--- config.mk ---
export PLATFORM = sky130hd
export DESIGN_NAME = issue_queue_mp_flat
export DESIGN_NICKNAME = d
export VERILOG_FILES = /design/src/rtl/issue_queue_mp_if.sv /design/src/rtl/issue_queue_mp.sv /design/src/flat_wrapper.sv
export SDC_FILE = /design/constraint.sdc
export NUM_CORES = 2
export LEC_CHECK = 0
export ABC_AREA = 0
export BUFFER_PORTS_ARGS = -buffer_cell sky130_fd_sc_hd__buf_4
export CAP_MARGIN = 20
export CORE_ASPECT_RATIO = 0.5
export CORE_MARGIN = 2
export CORE_UTILIZATION = 57
export DETAILED_ROUTE_END_ITERATION = 7
export PLACE_DENSITY = 0.78
export SLEW_MARGIN = 20
export SYNTH_ARGS = -nofsm -noshare
export SYNTH_HDL_FRONTEND = slang
export SYNTH_SLANG_ARGS = --single-unit
--- constraint.sdc ---
create_clock -name clk -period 8.4 [get_ports clk]
set_clock_uncertainty 0.05 [all_clocks]
set_input_delay 1.68 -clock clk [delete_from_list [all_inputs] [get_ports clk]]
set_output_delay 1.68 -clock clk [all_outputs]
set_load 0.02 [all_outputs]
--- src/rtl/issue_queue_mp_if.sv ---
// rtl/issue_queue_mp_if.sv - decode/issue side signal bundle for the multi-port issue queue
interface issue_queue_mp_if #(
    parameter int DATA_W     = 64,
    parameter int DEPTH      = 16,
    parameter int PUSH_LANES = 4,
    parameter int POP_LANES  = 2
);
    logic                             flash;
    logic                             hold;
    logic [PUSH_LANES*DATA_W-1:0]     in_data;
    logic [$clog2(PUSH_LANES+1)-1:0]  in_num;
    logic [$clog2(POP_LANES+1)-1:0]   out_num;
    logic [POP_LANES*DATA_W-1:0]      out_data;
    logic [POP_LANES-1:0]             out_valid;
    logic [$clog2(DEPTH+1)-1:0]       size;
    logic [$clog2(DEPTH+1)-1:0]       size_left;
    logic                             almost_full;
    logic                             err_ovf;
    logic                             err_udf;

    modport master (
        output flash, hold, in_data, in_num, out_num,
        input  out_data, out_valid, size, size_left, almost_full, err_ovf, err_udf
    );

    modport slave (
        input  flash, hold, in_data, in_num, out_num,
        output out_data, out_valid, size, size_left, almost_full, err_ovf, err_udf
    );
endinterface

--- src/rtl/issue_queue_mp.sv ---
// rtl/issue_queue_mp.sv - multi-port circular issue queue between decode and issue
module issue_queue_mp #(
    parameter int DATA_W     = 64,
    parameter int DEPTH      = 16,
    parameter int PUSH_LANES = 4,
    parameter int POP_LANES  = 2,
    parameter int AF_THRESH  = 4
) (
    input logic              clk,
    input logic              rst_n,
    issue_queue_mp_if.slave  iq
);
    localparam int PTR_W = $clog2(DEPTH);
    localparam int CNT_W = $clog2(DEPTH + 1);

    generate
        if (DEPTH < 2 || (DEPTH & (DEPTH - 1)) != 0) begin : g_bad_depth
            $error("issue_queue_mp: DEPTH must be a power of two >= 2");
        end
        if (PUSH_LANES > DEPTH || POP_LANES > DEPTH) begin : g_bad_lanes
            $error("issue_queue_mp: lane counts must not exceed DEPTH");
        end
    endgenerate

    logic [DATA_W-1:0] mem_q [DEPTH];
    logic [PTR_W-1:0]  head_q, head_d, tail_q, tail_d;
    logic [CNT_W-1:0]  count_q, count_d;
    logic              err_ovf_q, err_ovf_d, err_udf_q, err_udf_d;
    logic [CNT_W-1:0]  free_w, in_num_w, out_num_w, push_eff, pop_eff;

    // Free space uses the pre-pop count: slots freed this cycle are not reusable yet.
    always_comb begin
        free_w    = CNT_W'(DEPTH) - count_q;
        in_num_w  = CNT_W'(iq.in_num);
        out_num_w = CNT_W'(iq.out_num);
        push_eff  = (in_num_w > free_w) ? free_w : in_num_w;
        pop_eff   = iq.hold ? '0 : ((out_num_w > count_q) ? count_q : out_num_w);

        head_d    = head_q;
        tail_d    = tail_q;
        count_d   = count_q;
        err_ovf_d = err_ovf_q;
        err_udf_d = err_udf_q;
        if (iq.flash) begin
            head_d  = '0;
            tail_d  = '0;
            count_d = '0;
        end else begin
            head_d    = head_q + pop_eff[PTR_W-1:0];
            tail_d    = tail_q + push_eff[PTR_W-1:0];
            count_d   = count_q + push_eff - pop_eff;
            err_ovf_d = err_ovf_q | (in_num_w > free_w);
            err_udf_d = err_udf_q | (!iq.hold && (out_num_w > count_q));
        end
    end

    always_ff @(posedge clk or negedge rst_n) begin
        if (!rst_n) begin
            head_q    <= '0;
            tail_q    <= '0;
            count_q   <= '0;
            err_ovf_q <= 1'b0;
            err_udf_q <= 1'b0;
        end else begin
            head_q    <= head_d;
            tail_q    <= tail_d;
            count_q   <= count_d;
            err_ovf_q <= err_ovf_d;
            err_udf_q <= err_udf_d;
        end
    end

    // Storage carries no reset; validity is tracked solely by count_q.
    always_ff @(posedge clk) begin
        for (int k = 0; k < PUSH_LANES; k++) begin
            if (!iq.flash && (CNT_W'(k) < push_eff)) begin
                mem_q[tail_q + PTR_W'(k)] <= iq.in_data[k*DATA_W +: DATA_W];
            end
        end
    end

    always_comb begin
        for (int i = 0; i < POP_LANES; i++) begin
            iq.out_data[i*DATA_W +: DATA_W] = mem_q[head_q + PTR_W'(i)];
            iq.out_valid[i]                 = int'(count_q) > i;
        end
        iq.size        = count_q;
        iq.size_left   = CNT_W'(DEPTH) - count_q;
        iq.almost_full = int'(CNT_W'(DEPTH) - count_q) < AF_THRESH;
        iq.err_ovf     = err_ovf_q;
        iq.err_udf     = err_udf_q;
    end
endmodule
--- src/flat_wrapper.sv ---
// flat-port wrapper written by rule: the top's interface ports become plain ports
module issue_queue_mp_flat 
#(
    parameter int DATA_W     = 64,
    parameter int DEPTH      = 16,
    parameter int PUSH_LANES = 4,
    parameter int POP_LANES  = 2,
    parameter int AF_THRESH  = 4
)
  (clk, rst_n, iq_flash, iq_hold, iq_in_data, iq_in_num, iq_out_num, iq_out_data, iq_out_valid, iq_size, iq_size_left, iq_almost_full, iq_err_ovf, iq_err_udf);
  issue_queue_mp_if #(.DATA_W(DATA_W), .DEPTH(DEPTH), .PUSH_LANES(PUSH_LANES), .POP_LANES(POP_LANES)) iq_i ();
  input logic clk;
  input logic rst_n;
  input wire logic [$bits(iq_i.flash)-1:0] iq_flash;
  input wire logic [$bits(iq_i.hold)-1:0] iq_hold;
  input wire logic [$bits(iq_i.in_data)-1:0] iq_in_data;
  input wire logic [$bits(iq_i.in_num)-1:0] iq_in_num;
  input wire logic [$bits(iq_i.out_num)-1:0] iq_out_num;
  output wire logic [$bits(iq_i.out_data)-1:0] iq_out_data;
  output wire logic [$bits(iq_i.out_valid)-1:0] iq_out_valid;
  output wire logic [$bits(iq_i.size)-1:0] iq_size;
  output wire logic [$bits(iq_i.size_left)-1:0] iq_size_left;
  output wire logic [$bits(iq_i.almost_full)-1:0] iq_almost_full;
  output wire logic [$bits(iq_i.err_ovf)-1:0] iq_err_ovf;
  output wire logic [$bits(iq_i.err_udf)-1:0] iq_err_udf;
  assign iq_i.flash = iq_flash;
  assign iq_i.hold = iq_hold;
  assign iq_i.in_data = iq_in_data;
  assign iq_i.in_num = iq_in_num;
  assign iq_i.out_num = iq_out_num;
  assign iq_out_data = iq_i.out_data;
  assign iq_out_valid = iq_i.out_valid;
  assign iq_size = iq_i.size;
  assign iq_size_left = iq_i.size_left;
  assign iq_almost_full = iq_i.almost_full;
  assign iq_err_ovf = iq_i.err_ovf;
  assign iq_err_udf = iq_i.err_udf;
  issue_queue_mp #(.DATA_W(DATA_W), .DEPTH(DEPTH), .PUSH_LANES(PUSH_LANES), .POP_LANES(POP_LANES), .AF_THRESH(AF_THRESH)) u_core (.clk(clk), .rst_n(rst_n), .iq(iq_i));
endmodule
==> run summary <==
R2R setup slack -> 2.29 ns
area delta synth->final -> 8.84%
critical path peak fanout -> 48
Total GRT Usage -> 44.7%
worst min path class -> register to register
Clk Latency, worst-skew pair -> 0.76 ns
core footprint -> 127000 sq um
Clock Sinks -> 1039
hold path cells -> 2
Max-Cap Viols -> 0
Final Max Tran Viols -> 0
DR WL/cell -> 40.5 um
Synth area leader -> edfxtp_1
Lkg Pwr -> 23.4 nW
commonest non-fill, non-tap cell in the layout -> a21oi_1
layout net count -> 6005
reg2reg path depth -> 12
Antenna Nets Post-Route -> 0
first-pass GRT wire length -> 432 mm
Yosys reg bits -> 1039
Hold Path Sink -> u_core.iq.err_udf$_DFFE_PN0N_
die extent in y -> 257 um
failing checks -> design-rule violations
commonest non-fill, non-tap cells in the layout -> a21oi_1 (1033), o22ai_1 (1027), mux2i_1 (1024), edfxtp_1 (1024), mux4_2 (640)
CTS H-tree depth -> 3
wirelength, routed -> 305 mm
CTS tree -> done
fill count -> 9276
grt ovf -> 0
# Post-CTS Setup Buffers -> 0
io pins -> 408
hpwl dp -> 171 mm
post-route cell area -> 79600 sq um
initial antenna violation count -> 45
DRC -> 151
cts bufs inserted -> 100
worst vdd ir -> 0.395 mV
Reg clk slew, reported paths -> 0.06 ns
critical path cell sequence -> buf_4 > buf_4 > mux4_2 > mux4_2 > buf_4
clock root buffer -> clkbuf_16
Worst path most repeated cell -> buf_4
sequential area share after synthesis -> 42.5%
Post-Synthesis Cells -> 6023
YS warnings -> 0
Post-Syn Area -> 73200 sq um
gpl congestion -> 0.974
CP endpoint kind -> primary output
Starting Density -> 57.8%
via/cell ratio -> 8.82
largest net degree at the start of global routing -> 104
Final Cycle Share -> 76.5%
TritonRoute pass-1 iters -> 8
top-area cell type share of the netlist area -> 42.0%
Mean Syn Cell Area -> 12.1 sq um
Area contributors post-synth -> edfxtp_1 (42%), mux4_2 (20%), mux2i_1 (14%), o22ai_1 (8.8%), a21oi_1 (7.1%)
Final Hold Fails -> 0
reg-to-reg startpoint -> u_core.iq.size[0]$_DFF_PN0_
CTS Buffer Depth -> 3
CTS-repair resized insts -> 0
CP max stage delay -> 1.04 ns
Rows -> 92
reg2reg end -> u_core.mem_q[6][9]$_DFFE_PP_
DIE AREA -> 131000 sq um
Worst Hold Launch -> u_core.iq.err_udf$_DFFE_PN0N_
input/output buffers -> 407
Die W -> 511 um
Register Area -> 31100 sq um
worst path arrival time -> 4.69 ns
PwrDens -> 331 nW/um^2
Max stage delay cell, worst path -> dfrtp_4
Starting DRT DRC Count -> 17000
worst slew pin tran -> 1.30 ns
Area after DPL -> 76300 sq um
Slew Limit Headroom -> 13.4%
CP Class -> register to primary output
via count -> 66400
Netlist cell types -> 51
total negative slack -> 0 ns
Final Setup Violations -> 0
required time worst endpoint -> 6.67 ns
RSZ-0062 raised after global routing -> no
area of the multi-input gates -> 38400 sq um
final worst path period need -> 6.42 ns
status -> finished with violations
crit start category -> register
Max Fclk -> 0.156 GHz
share of cells above drive strength 1 -> 24.7%
cts hold-fix bufs -> 0
vias in the first global route -> 64500
-- flip-flops by register name, indices dropped and copies added, names as in the netlist --
signal,flops
u_core.head_q,4
u_core.iq.err_ovf,1
u_core.iq.err_udf,1
u_core.iq.size,5
u_core.mem_q,1024
u_core.tail_q,4
-- layout make-up --
| class | count | share of cell area (%) |
|---|---|---|
| sequential | 1039 | 39.1 |
| multi-input combinational | 3957 | 48.3 |
| tap | 1692 | 2.66 |
| antenna | 47 | 0.148 |
| inverter | 42 | 0.198 |
| clock inverter | 51 | 0.658 |
| clock buffer | 130 | 3.41 |
| timing repair buffer | 573 | 5.57 |
-- routing by layer --
layer | routed length, um | up-vias | global-route usage, %
li1 | - | 24100 | -
met1 | 91700 | 31300 | 54.9
met2 | 124000 | 8869 | 61.8
met3 | 62700 | 2149 | 22.2
met4 | 26600 | 16 | 30.6
met5 | 201 | - | 0.937
-- metrics by stage --
step	setup WS (ns)	instances	hold WS, ns	util [%]	power (W)
2_1_floorplan	1.54	6025	0.527	-	0.0163
5_1_grt	1.82	7522	0.480	62.9	0.0266
6_report	1.98	7531	0.428	62.9	0.0264
3_5_place_dp	2.19	7303	0.413	60.2	0.0209
4_1_cts	1.85	7484	0.427	62.8	0.0256
3_3_place_gp	2.25	7302	0.403	60.2	0.0205
-- worst max-delay path by stage --
stage                                          start                             to  slack [ns]
after CTS                 u_core.head_q[0]$_DFF_PN0_                iq_out_data[81]        1.85
after global placement                  iq_in_num[2]  u_core.mem_q[6][41]$_DFFE_PP_        2.25
after floorplan                         iq_in_num[2]   u_core.mem_q[8][0]$_DFFE_PP_        1.54
after global routing      u_core.head_q[0]$_DFF_PN0_               iq_out_data[106]        1.82
final                     u_core.head_q[0]$_DFF_PN0_               iq_out_data[108]        1.98
after detailed placement                iq_in_num[2]  u_core.mem_q[6][41]$_DFFE_PP_        2.19
-- cells in the mapped netlist, drive strengths merged --
cell type	instances
a21oi	1034
o22ai	1027
edfxtp	1024
mux2i	1024
mux4	640
clkbuf	628
buf	359
inv	42
nor2	31
ha	21
and2	19
nand2	16
nand4	16
dfrtp	15
o21ai	15
nor4	13
o211ai	13
nor2b	10
xor2	10
fa	6
nand2b	6
nor4b	6
o2111ai	6
xnor2	6
a21o	4
nand3	4
nor3	4
o311ai	4
o221ai	3
a211oi	2
conb	2
o21bai	2
or2	2
a311o	1
a311oi	1
a32oi	1
and3	1
nor3b	1
o221a	1
o31a	1
o31ai	1
or3b	1
-- worst max-delay path: cells and delay by family, from the launching register on --
kind,cells,cell delay [ns]
DFF,1,1.04
buffers and inverters,3,1.65
muxes,2,1.17
-- kinds of logic after synthesis --
kind of cell	Yosys count	synth area share [%]
AO/OA/AOI/OAI	2116	16.4
AND/OR/NAND/NOR	130	0.992
flip-flops	1039	42.5
adder cells (fa/ha/maj)	27	0.523
buffers and inverters	1029	5.63
other	2	0.0103
multiplexers	1664	33.7
XOR/XNOR	16	0.191
-- report_power, final --
part           internal [W]  switching, W  total [W]
combinational       0.00528       0.00797     0.0132
clock               0.00259       0.00221    0.00480
sequential          0.00757      0.000780    0.00835
(Power assumes the default switching activity.)
